`config.mk`:
```
export PLATFORM = sky130hd
export DESIGN_NAME = ov7670_capture_flat
export DESIGN_NICKNAME = d
export VERILOG_FILES = /design/src/rtl/ov7670_capture_if.sv /design/src/rtl/ov7670_capture.sv /design/src/flat_wrapper.sv
export SDC_FILE = /design/constraint.sdc
export NUM_CORES = 1
export LEC_CHECK = 0
export CAP_MARGIN = 20
export CORE_UTILIZATION = 25
export DETAILED_ROUTE_END_ITERATION = 8
export PLACE_DENSITY_LB_ADDON = 0.1
export SYNTH_ARGS = -nofsm -noshare
export SYNTH_HDL_FRONTEND = slang
export SYNTH_SLANG_ARGS = --single-unit
```
`constraint.sdc`:
```
create_clock -name clk -period 5.75 [get_ports clk]
set_input_delay 1.15 -clock clk [delete_from_list [all_inputs] [get_ports clk]]
set_output_delay 1.15 -clock clk [all_outputs]
set_load 0.005 [all_outputs]
```
`src/rtl/ov7670_capture_if.sv`:
```
// ov7670_capture_if: camera pins in, frame-buffer write side out.
// Carries ds_pixel only when CAPTURE_RGB444_EN is defined.
interface ov7670_capture_if #(parameter int ADDR_W = 19);
    logic              vsync;
    logic              href;
    logic [7:0]        p_data;
    logic [15:0]       pixel_data;
    logic              pixel_valid;
    logic [ADDR_W-1:0] pixel_addr;
    logic [9:0]        pixel_x;
    logic [8:0]        pixel_y;
    logic              frame_done;
    logic              frame_err;
`ifdef CAPTURE_RGB444_EN
    logic [11:0]       ds_pixel;
    modport master (input vsync, href, p_data,
                    output pixel_data, pixel_valid, pixel_addr, pixel_x, pixel_y, frame_done, frame_err, ds_pixel);
    modport slave  (output vsync, href, p_data,
                    input pixel_data, pixel_valid, pixel_addr, pixel_x, pixel_y, frame_done, frame_err, ds_pixel);
`else
    modport master (input vsync, href, p_data,
                    output pixel_data, pixel_valid, pixel_addr, pixel_x, pixel_y, frame_done, frame_err);
    modport slave  (output vsync, href, p_data,
                    input pixel_data, pixel_valid, pixel_addr, pixel_x, pixel_y, frame_done, frame_err);
`endif
endinterface

```
`src/rtl/ov7670_capture.sv`:
```
// ov7670_capture: OV7670 byte stream to RGB565 pixels with linear address, x/y and end-of-frame status.
// Optional CAPTURE_RGB444_EN adds the registered ds_pixel RGB444 output.
module ov7670_capture #(
    parameter int H_ACTIVE = 640,
    parameter int V_ACTIVE = 480,
    parameter int ADDR_W   = 19
) (
    input  logic             clk,
    input  logic             rst,
    ov7670_capture_if.master cam
);
    localparam logic [ADDR_W-1:0] N_PIX = ADDR_W'(H_ACTIVE * V_ACTIVE);
    localparam logic [9:0]        X_MAX = 10'(H_ACTIVE);
    localparam logic [8:0]        Y_MAX = 9'(V_ACTIVE);

    typedef enum logic [1:0] {WAIT_SYNC, WAIT_START, CAPTURE} state_t;

    state_t            state;
    logic              phase;
    logic              href_q;
    logic              ovf;
    logic [7:0]        hi;
    logic [9:0]        x;
    logic [8:0]        y;
    logic [ADDR_W-1:0] addr;
    logic              fits;

    always_comb fits = x < X_MAX && y < Y_MAX && addr < N_PIX;

    always_ff @(posedge clk) begin
        if (rst) begin
            state           <= WAIT_SYNC;
            phase           <= 1'b0;
            href_q          <= 1'b0;
            ovf             <= 1'b0;
            hi              <= '0;
            x               <= '0;
            y               <= '0;
            addr            <= '0;
            cam.pixel_data  <= '0;
            cam.pixel_valid <= 1'b0;
            cam.pixel_addr  <= '0;
            cam.pixel_x     <= '0;
            cam.pixel_y     <= '0;
            cam.frame_done  <= 1'b0;
            cam.frame_err   <= 1'b0;
`ifdef CAPTURE_RGB444_EN
            cam.ds_pixel    <= '0;
`endif
        end else begin
            href_q          <= cam.href;
            cam.pixel_valid <= 1'b0;
            cam.frame_done  <= 1'b0;
            cam.frame_err   <= 1'b0;
            // vsync high always leads into WAIT_START, so the per-frame state is cleared here
            if (cam.vsync) begin
                phase <= 1'b0;
                ovf   <= 1'b0;
                x     <= '0;
                y     <= '0;
                addr  <= '0;
            end
            case (state)
                WAIT_SYNC:  state <= cam.vsync ? WAIT_START : WAIT_SYNC;
                WAIT_START: state <= cam.vsync ? WAIT_START : CAPTURE;
                CAPTURE: begin
                    if (cam.vsync) begin
                        state          <= WAIT_START;
                        cam.frame_done <= 1'b1;
                        cam.frame_err  <= ovf || addr != N_PIX;
                    end else if (cam.href) begin
                        phase <= ~phase;
                        if (!phase) begin
                            hi <= cam.p_data;
                        end else if (fits) begin
                            cam.pixel_valid <= 1'b1;
                            cam.pixel_data  <= {hi, cam.p_data};
                            cam.pixel_addr  <= addr;
                            cam.pixel_x     <= x;
                            cam.pixel_y     <= y;
`ifdef CAPTURE_RGB444_EN
                            cam.ds_pixel    <= {hi[7:4], hi[2:0], cam.p_data[7], cam.p_data[4:1]};
`endif
                            x    <= x + 10'd1;
                            addr <= addr + ADDR_W'(1);
                        end else begin
                            ovf <= 1'b1;
                        end
                    end else begin
                        phase <= 1'b0;
                        // x is nonzero only if this line emitted a pixel
                        if (href_q && x != '0) begin
                            x <= '0;
                            y <= y + 9'd1;
                        end
                    end
                end
                default: state <= WAIT_SYNC;
            endcase
        end
    end
endmodule

```
`src/flat_wrapper.sv`:
```
// flat-port wrapper written by rule: the top's interface ports become plain ports
module ov7670_capture_flat 
#(
    parameter int H_ACTIVE = 640,
    parameter int V_ACTIVE = 480,
    parameter int ADDR_W   = 19
)
  (clk, rst, cam_vsync, cam_href, cam_p_data, cam_pixel_data, cam_pixel_valid, cam_pixel_addr, cam_pixel_x, cam_pixel_y, cam_frame_done, cam_frame_err);
  ov7670_capture_if #(.ADDR_W(ADDR_W)) cam_i ();
  input  logic clk;
  input  logic rst;
  input wire logic [$bits(cam_i.vsync)-1:0] cam_vsync;
  input wire logic [$bits(cam_i.href)-1:0] cam_href;
  input wire logic [$bits(cam_i.p_data)-1:0] cam_p_data;
  output wire logic [$bits(cam_i.pixel_data)-1:0] cam_pixel_data;
  output wire logic [$bits(cam_i.pixel_valid)-1:0] cam_pixel_valid;
  output wire logic [$bits(cam_i.pixel_addr)-1:0] cam_pixel_addr;
  output wire logic [$bits(cam_i.pixel_x)-1:0] cam_pixel_x;
  output wire logic [$bits(cam_i.pixel_y)-1:0] cam_pixel_y;
  output wire logic [$bits(cam_i.frame_done)-1:0] cam_frame_done;
  output wire logic [$bits(cam_i.frame_err)-1:0] cam_frame_err;
  assign cam_i.vsync = cam_vsync;
  assign cam_i.href = cam_href;
  assign cam_i.p_data = cam_p_data;
  assign cam_pixel_data = cam_i.pixel_data;
  assign cam_pixel_valid = cam_i.pixel_valid;
  assign cam_pixel_addr = cam_i.pixel_addr;
  assign cam_pixel_x = cam_i.pixel_x;
  assign cam_pixel_y = cam_i.pixel_y;
  assign cam_frame_done = cam_i.frame_done;
  assign cam_frame_err = cam_i.frame_err;
  ov7670_capture #(.H_ACTIVE(H_ACTIVE), .V_ACTIVE(V_ACTIVE), .ADDR_W(ADDR_W)) u_core (.clk(clk), .rst(rst), .cam(cam_i));
endmodule
```
### Yosys cells after proc, flatten, opt, wreduce, memory -nomap -nowiden

Index checks and enable logic that the tools add are counted.

| storage, ports and cells | value |
|---|---|
| register bits after elaboration | 108 |
| input port bits | 12 |
| output and inout port bits | 57 |
| logic and storage cells | 74 |

| cells by class | value |
|---|---|
| add/subtract/negate cells | 3 |
| $lt $le $gt $ge | 3 |
| equal/unequal tests | 4 |
| muxes and demuxes | 34 |
| bitwise operators | 4 |
| reductions and logical operators | 11 |

Operator list:

| operator | count |
|---|---|
| two-way mux 19 bit | 6 |
| two-way mux 10 bit | 7 |
| two-way mux 9 bit | 5 |
| adder 19 x 1 -> 19 bit, second input constant | 1 |
| < comparator 19 bit, second input constant | 1 |
| inequality test 19 bit, second input constant | 1 |
| two-way mux 1 bit | 13 |
| adder 10 x 1 -> 10 bit, second input constant | 1 |
| < comparator 10 bit, second input constant | 1 |
| nonzero test 10 bit | 1 |
| adder 9 x 1 -> 9 bit, second input constant | 1 |
| < comparator 9 bit, second input constant | 1 |
| case mux 2 bit (3 select lines) | 1 |
| AND reduction 5 bit | 1 |
| OR reduction 5 bit | 1 |
| two-way mux 2 bit | 2 |
| NOT 1 bit | 4 |
| AND reduction 4 bit | 1 |
| logical AND 1 bit | 3 |
| OR reduction 3 bit | 1 |
| == test 2 x 1 -> 1 bit, second input constant | 1 |
| == test 2 bit, second input constant | 1 |
| zero test 2 bit | 1 |
| inequality test 2 bit, second input constant | 1 |
| other kinds (2) | 2 |

### Logic depth before layout (Yosys ltp)

Gate-level depths: netlist of the first run.

| logic depth | value |
|---|---|
| word-level depth | 8 |
| mapped depth | 7 |

### Worst setup path before layout of the first run

OpenSTA, ideal clock, no wires.

| path | value |
|---|---|
| path kind | input-to-reg |
| start | input port cam_href |
| end | register u_core.addr[18] |
| setup time | 71 ps |
| arrival | 2313 ps |
| setup slack | 3367 ps |
| stages | 4 |
| path buffers | 0 |
| cells stage by stage | nand4b_1 > nand4b_1 > or4b_1 > a21oi_1 |

| on the way | value |
|---|---|
| cells in the longest elaborated chain, start to end | 3 |

RTL lines:

| what | RTL line | source |
|---|---|---|
| start, declared | flat_wrapper.sv:13 | `input wire logic [$bits(cam_i.href)-1:0] cam_href;` |
| two-way mux 19 bit | ov7670_capture.sv:71 | `end else if (cam.href) begin` |
| two-way mux 19 bit | ov7670_capture.sv:67 | `if (cam.vsync) begin` |
| two-way mux 19 bit | ov7670_capture.sv:63 | `case (state)` |
| end signal, assigned | ov7670_capture.sv:85 | `addr <= addr + ADDR_W'(1);` |
| end, declared | ov7670_capture.sv:25 | `logic [ADDR_W-1:0] addr;` |

Every way passes these cells.
A chain may end at the register's enable or synchronous reset.

### Worst setup path after layout of the first run

| path | value |
|---|---|
| start | input port cam_href |
| end | register u_core.x[1] |

| on the way | value |
|---|---|
| cells in the longest elaborated chain, start to end | 3 |

RTL lines:

| what | RTL line | source |
|---|---|---|
| two-way mux 10 bit | ov7670_capture.sv:71 |  |
| two-way mux 10 bit | ov7670_capture.sv:67 |  |
| two-way mux 10 bit | ov7670_capture.sv:63 |  |
| end signal, assigned | ov7670_capture.sv:84 | `x <= x + 10'd1;` |
| end, declared | ov7670_capture.sv:23 | `logic [9:0] x;` |

Every way passes these cells.

==> summary.txt, run 1 <==
Synthesis
  – Post-synth EDFFs: 0
  – Net count after synthesis: 588
  – Async set-or-reset flop fraction in the synthesized netlist: 0
  – Synth warn: 0
  – Leading register cell type out of synthesis: dfxtp_1
  – Distinct cells, synth: 51
  – Synth Area per Inst: 8.758 sq um
  – Post-Synthesis Cells: 571
  – Register area share after synthesis: 0.4323
  – Mapped cell area: 5001 sq um
  – Register bit total from synthesis: 108

Route
  – Post-DRT Antenna Nets: 0
  – DR DRC count: 0
  – Number of vias per cell: ~5.3
  – First-pass detailed-route iteration total: 5
  – Avg WL per Cell: between 15 and 20 um
  – Initial drt markers: 248
  – WL final: approximately 15000 um
  – Routed vias: about 4600

Floorplan
  – Starting Density: 0.2561
  – Die width: between 100 and 150 um
  – Cell row count: 51
  – Die H: 143.4 um
  – Die footprint: 20570 sq um
  – Core Area: 19530 sq um
  – I/O Pins: 69

CTS
  – Clock sinks: ~110
  – Num CTS Buffers: 9
  – Buffer count from post-CTS setup fixing: 0
  – TritonCTS clock tree: built
  – CTS root buf: clkbuf_16
  – Clk pin slew, worst setup/hold paths: roughly 0.08 ns
  – Longest Clk Path Bufs: 2
  – H-tree depth: 3
  – Post_cts resized: 0
  – CTS hold repair buffers: 0
  – Skew-Pair Late Insertion Delay: 0.35 ns

Placement
  – Setup WS pre-CTS: 2.470 ns
  – Port Buffer Count: 68
  – Inst Count DP: 853
  – Post-DP HPWL: 9469 um
  – Final Wtd Congestion: 0.7923
  – Dpl cell area: 5837 sq um

Global routing
  – Largest net degree at the start of global routing: 77
  – Vias in the first global route: 4282
  – Total gr overflow: 0
  – Initial antenna violation count: 0
  – Global-route wire length before repair: 24570 um
  – Total track usage: 0.1545

Timing
  – Final setup violation count: 0
  – Worst-margin pin slew: ~1.0 ns
  – Setup ws final: 2.865 ns
  – Period Utilization, post-route: 0.5017
  – Slew Limit Fails: 0
  – RSZ-0062 raised after global routing: no
  – Hold Violations, Final: 0
  – Setup Skew: between 0.009 and 0.01 ns
  – Rel. slew slack: 0.3124
  – Post-Route Setup TNS: 0 ns
  – Minimum clock period after layout: 2.885 ns
  – Max Fclk: 346.6 MHz

Power and ir drop
  – Leakage: 1.752 nW
  – Pwr dens: 235.4 nW/um^2
  – VDD IR max: 0.1427 mV

Worst setup path
  – Reg2reg setup slack: between 3 and 4 ns
  – Crit-path slowest cell: clkdlybuf4s50_1
  – Worst endpoint required time: about 6.0 ns
  – Crit Path Max Fanout: 63
  – CP delay by family, top: buffers and inverters
  – CP Cell Sequence: clkdlybuf4s50_1 > and3_2 > buf_4 > a32oi_1 > a311oi_2
  – CP Launch Type: input pin
  – Critical Path AT: roughly 3.2 ns
  – Crit. End Element: flop
  – Buf+Inv Stages, Crit Path: 2
  – Max incr delay on CP: 0.64 ns
  – Setup CP Type: input pin to flop

Final layout
  – Area growth, synth to finish: 22.77%
  – Commonest cells after routing, fill and taps aside: dfxtp_1, a21oi_1, clkdlybuf4s50_1, o31ai_1, nand4_1
  – Post-Layout Cell Count: ~870
  – Commonest non-fill, non-tap cell in the layout: dfxtp_1
  – Fin area: ~6000 sq um
  – Ratio of cells with drive above 1 in the final layout: 0.06457
  – Antenna diodes: 0
  – Nets: 616
  – Fill count: 2086

Flow run
  – Max Cap Viol: 0

Outcome
  – Status: finished, final reports clean

Min path
  – Hold Path Class: flop to flop
path summary, 6_finish.rpt:
check                                                              to                                   from  depth (start not counted)
worst max-delay path                           u_core.x[1]$_SDFF_PP0_                               cam_href                          5
worst min-delay path            u_core.cam.pixel_data[9]$_SDFFE_PP0P_  u_core.cam.pixel_data[9]$_SDFFE_PP0P_                          2
worst max register to register                 u_core.x[1]$_SDFF_PP0_             u_core.addr[15]$_SDFF_PP0_                          5
worst min register to register  u_core.cam.pixel_data[9]$_SDFFE_PP0P_  u_core.cam.pixel_data[9]$_SDFFE_PP0P_                          2
state kept, by name (all words and copies together), names as in the netlist:
register,count
u_core.addr,19
u_core.cam.pixel_addr,19
u_core.cam.pixel_data,16
u_core.cam.pixel_x,10
u_core.x,10
u_core.cam.pixel_y,9
u_core.y,9
u_core.hi,8
u_core.state,2
u_core.cam.frame_done,1
u_core.cam.frame_err,1
u_core.cam.pixel_valid,1
u_core.href_q,1
u_core.ovf,1
u_core.phase,1
routing by layer:
layer  up-vias  GRT usage  wire (um)
li1       2259          -          -
met1      2216     0.2234       7877
met2        83     0.2274       6798
met3        11    0.02732        510
met4         0    0.05431        206
met5         -          0          0
worst reg2reg max path, stage by stage (launching register included):
cell	delay (ns)
dfxtp_1	0.41
o31ai_1	0.57
o211a_2	0.46
buf_4	0.53
a32oi_1	0.23
a311oi_2	0.29
metrics by stage:
| stage | hold slack [ns] | util | power, mW |
|---|---|---|---|
| floorplan | 0.4377 | - | 0.7957 |
| global route | 0.4892 | 0.3144 | 1.506 |
| detailed placement | 0.4625 | 0.2989 | 0.8167 |
| CTS | 0.4736 | 0.3144 | 1.472 |
| finish | 0.4705 | 0.3144 | 1.445 |
| global placement | 0.4577 | 0.2989 | 0.8167 |
logic make-up (layout without fill, tap and decap cells):
group | Yosys count | in the layout | share of synthesized area
DFF | 108 | 108 | 0.4323
buffers and inverters | 69 | 102 | 0.05604
and+or+nand+nor | 197 | 197 | 0.2294
AOI/OAI and AO/OA | 168 | 168 | 0.2222
adders and majority gates | 5 | 5 | 0.01251
xor gates and xnor gates | 2 | 2 | 0.003503
muxes | 22 | 22 | 0.04403
cell type report:
class	instances	area (sq um)	share of cell area
clock buffer	11	242.7	0.03954
clock inverter	5	60.06	0.009782
inverter	10	37.54	0.006114
multi-input combinational	394	2575	0.4194
sequential	108	2162	0.3521
tap	265	331.6	0.05400
timing repair buffer	76	730.7	0.1190
Yosys cell counts (5+ instances only):
library cell / instances / area, sq um
nand2_1: 24 / 90.09
nor3_1: 6 / 30.03
or3_1: 16 / 100.1
nand4_1: 63 / 394.1
nor4_1: 10 / 62.56
or4_1: 13 / 97.59
nor2_1: 21 / 78.83
mux2i_1: 22 / 220.2
and3_1: 5 / 31.28
inv_1: 9 / 33.78
dfxtp_1: 108 / 2162
a21oi_1: 76 / 380.4
buf_2: 10 / 50.05
nand3_1: 16 / 80.08
o21ai_0: 10 / 50.05
ha_1: 5 / 62.56
clkbuf_1: 44 / 165.2
o31ai_1: 64 / 480.5
where the power goes:
| part | total (mW) | internal (mW) | switching [mW] |
|---|---|---|---|
| sequential | 0.750 | 0.749 | 0.00138 |
| clock | 0.647 | 0.352 | 0.295 |
| combinational | 0.0485 | 0.0125 | 0.0360 |
| total | 1.45 | 1.11 | 0.332 |
No activity file was read; power rests on OpenSTA's default activity.
==> run 2: changes to the inputs <==
clock period = 2.6 ns   (was 5.75 ns; I/O delays follow)
==> summary.txt, run 2 (synthesis results as in run 1) <==
Route
  – WL final: 15890 um (+3.2%)
  – Post-DRT Antenna Nets: 0 (unchanged)
  – DR DRC count: 0 (unchanged)
  – Routed vias: 4724 (+3.4%)
  – Number of vias per cell: 5.320 (+1.2%)
  – Initial drt markers: 404 (+63%)
  – Avg WL per Cell: 17.90 um (+1.0%)
  – First-pass detailed-route iteration total: 5 (unchanged)

Placement
  – Setup WS pre-CTS: 0.2134 ns (-2.257 ns)
  – Post-DP HPWL: 10300 um (+8.8%)
  – Port Buffer Count: 68 (unchanged)
  – Final Wtd Congestion: 0.7437 (-6.1%)

Power and ir drop
  – VDD IR max: 0.2820 mV (+98%)
  – Pwr dens: 518.5 nW/um^2 (+120%)
  – Leakage: 1.864 nW (+6.4%)

Worst setup path
  – Critical Path AT: 2.63 ns (-0.52 ns)
  – Worst endpoint required time: 2.87 ns (-3.14 ns)
  – Worst R2R Path Depth: 7 (+2)
  – CP Launch Type: flop
  – Crit Path Max Fanout: 14 (-78%)
  – Crit. End Element: flop
  – Setup CP Type: flop to flop
  – Reg2reg setup slack: 0.24 ns (-2.94 ns)

Min path
  – Worst Hold Path Cells: 2 (unchanged)
  – Hold Path Class: flop to flop

Global routing
  – Vias in the first global route: 4523 (+5.6%)
  – Total gr overflow: 0 (unchanged)
  – Initial antenna violation count: 0 (unchanged)
  – Total track usage: 0.1590 (+0.004527)
  – Largest net degree at the start of global routing: 76 (-1.3%)
  – Global-route wire length before repair: 25340 um (+3.1%)

Timing
  – Worst-margin pin slew: 0.8415 ns (-0.1884 ns)
  – Final setup violation count: 0 (unchanged)
  – Hold Violations, Final: 0 (unchanged)
  – Post-Route Setup TNS: 0 ns (unchanged)
  – Setup ws final: 0.2376 ns (-2.627 ns)
  – Setup Skew: 0.01046 ns (+0.0005953 ns)
  – Rel. slew slack: 0.4390 (+0.1266)
  – Max Fclk: roughly 420 MHz
  – Minimum clock period after layout: approximately 2.4 ns
  – RSZ-0062 raised after global routing: no
  – Slew Limit Fails: 0 (unchanged)
  – Period Utilization, post-route: 0.9086

CTS
  – Skew-Pair Late Insertion Delay: 0.36 ns (about the same)
  – TritonCTS clock tree: built
  – Post_cts resized: 0 (unchanged)
  – Clk pin slew, worst setup/hold paths: 0.07 ns (about the same)
  – Longest Clk Path Bufs: 2 (unchanged)
  – Clock sinks: 108 (unchanged)
  – CTS hold repair buffers: 0 (unchanged)
  – Num CTS Buffers: 9 (unchanged)
  – CTS root buf: clkbuf_16
  – H-tree depth: 3 (unchanged)
  – Buffer count from post-CTS setup fixing: 0 (unchanged)

Final layout
  – Biggest regs: u_core.addr: 19 flops, u_core.cam.pixel_addr: 19 flops, u_core.cam.pixel_data: 16 flops
  – Area growth, synth to finish: 26.77%
  – Antenna diodes: 0 (unchanged)
  – Commonest cells after routing, fill and taps aside: dfxtp_1, a21oi_1, clkdlybuf4s50_1, o31ai_1, nand4_1
  – Commonest non-fill, non-tap cell in the layout: dfxtp_1
  – Nets: 636 (+3.2%)
  – Ratio of cells with drive above 1 in the final layout: 0.09310 (+0.02853)

Floorplan
  – Die width: 143.4 um (unchanged)
  – Starting Density: 0.2561 (unchanged)
  – Die H: 143.4 um (unchanged)
  – Cell row count: 51 (unchanged)
  – I/O Pins: 69 (unchanged)
  – Die footprint: 20570 sq um (unchanged)
  – Core Area: 19530 sq um (unchanged)

Outcome
  – Status: finished, final reports clean

Flow run
  – Max Cap Viol: 0 (unchanged)
==> run 2: layout make-up <==
type	count	area (sq um)
fill	2079	13190
multi-input combinational	394	2575
clock inverter	5	86.33
clock buffer	10	229.0
inverter	10	37.54
sequential	108	2162
tap	265	331.6
timing repair buffer	96	918.4
==> run 2: path summary, 6_finish.rpt <==
check / from / to
worst max register to register: u_core.x[0]$_SDFF_PP0_ / u_core.x[0]$_SDFF_PP0_
worst max-delay path: u_core.x[0]$_SDFF_PP0_ / u_core.x[0]$_SDFF_PP0_
worst min-delay path: u_core.cam.pixel_addr[18]$_SDFFE_PP0P_ / u_core.cam.pixel_addr[18]$_SDFFE_PP0P_
worst min register to register: u_core.cam.pixel_addr[18]$_SDFFE_PP0P_ / u_core.cam.pixel_addr[18]$_SDFFE_PP0P_
==> run 2: worst max-delay path: stages (launching register included) <==
cell	delay [ns]
dfxtp_1	0.37
inv_1	0.12
ha_1	0.15
or4b_4	0.51
o31ai_4	0.61
o21ai_1	0.14
buf_4	0.19
o31ai_1	0.18
==> run 2: per-stage QoR <==
| stage | total power [mW] | util | cells | cell area (sq um) | hold WS (ns) |
|---|---|---|---|---|---|
| finish | 3.287 | 0.3247 | 888 | 6340 | 0.4696 |
| global route | 3.417 | 0.3247 | 888 | 6340 | 0.4895 |
| CTS | 3.337 | 0.3247 | 888 | 6340 | 0.4743 |
| detailed placement | 1.811 | 0.3085 | 873 | 6025 | 0.4626 |
| global placement | 1.810 | 0.3085 | 873 | 6025 | 0.4551 |
| floorplan | 1.760 | - | 571 | 5001 | 0.4377 |
==> run 2: metal layers <==
layer	track usage	vias to the layer above	wire length, um
li1	-	2299	-
met1	0.2379	2301	8265
met2	0.2276	113	6816
met3	0.02732	11	651
met4	0.04983	0	159
met5	0	-	0
==> run 2: where the power goes <==
group | internal, mW | total (mW) | switching (mW)
clock network | 0.848 | 1.52 | 0.669
logic | 0.0326 | 0.112 | 0.0796
registers | 1.66 | 1.66 | 0.00293
==> run 3: changes to the inputs <==
SLEW_MARGIN = 20   (was default)
==> results of run 3 <==
Final layout, timing and power as in run 2 (identical DEF).
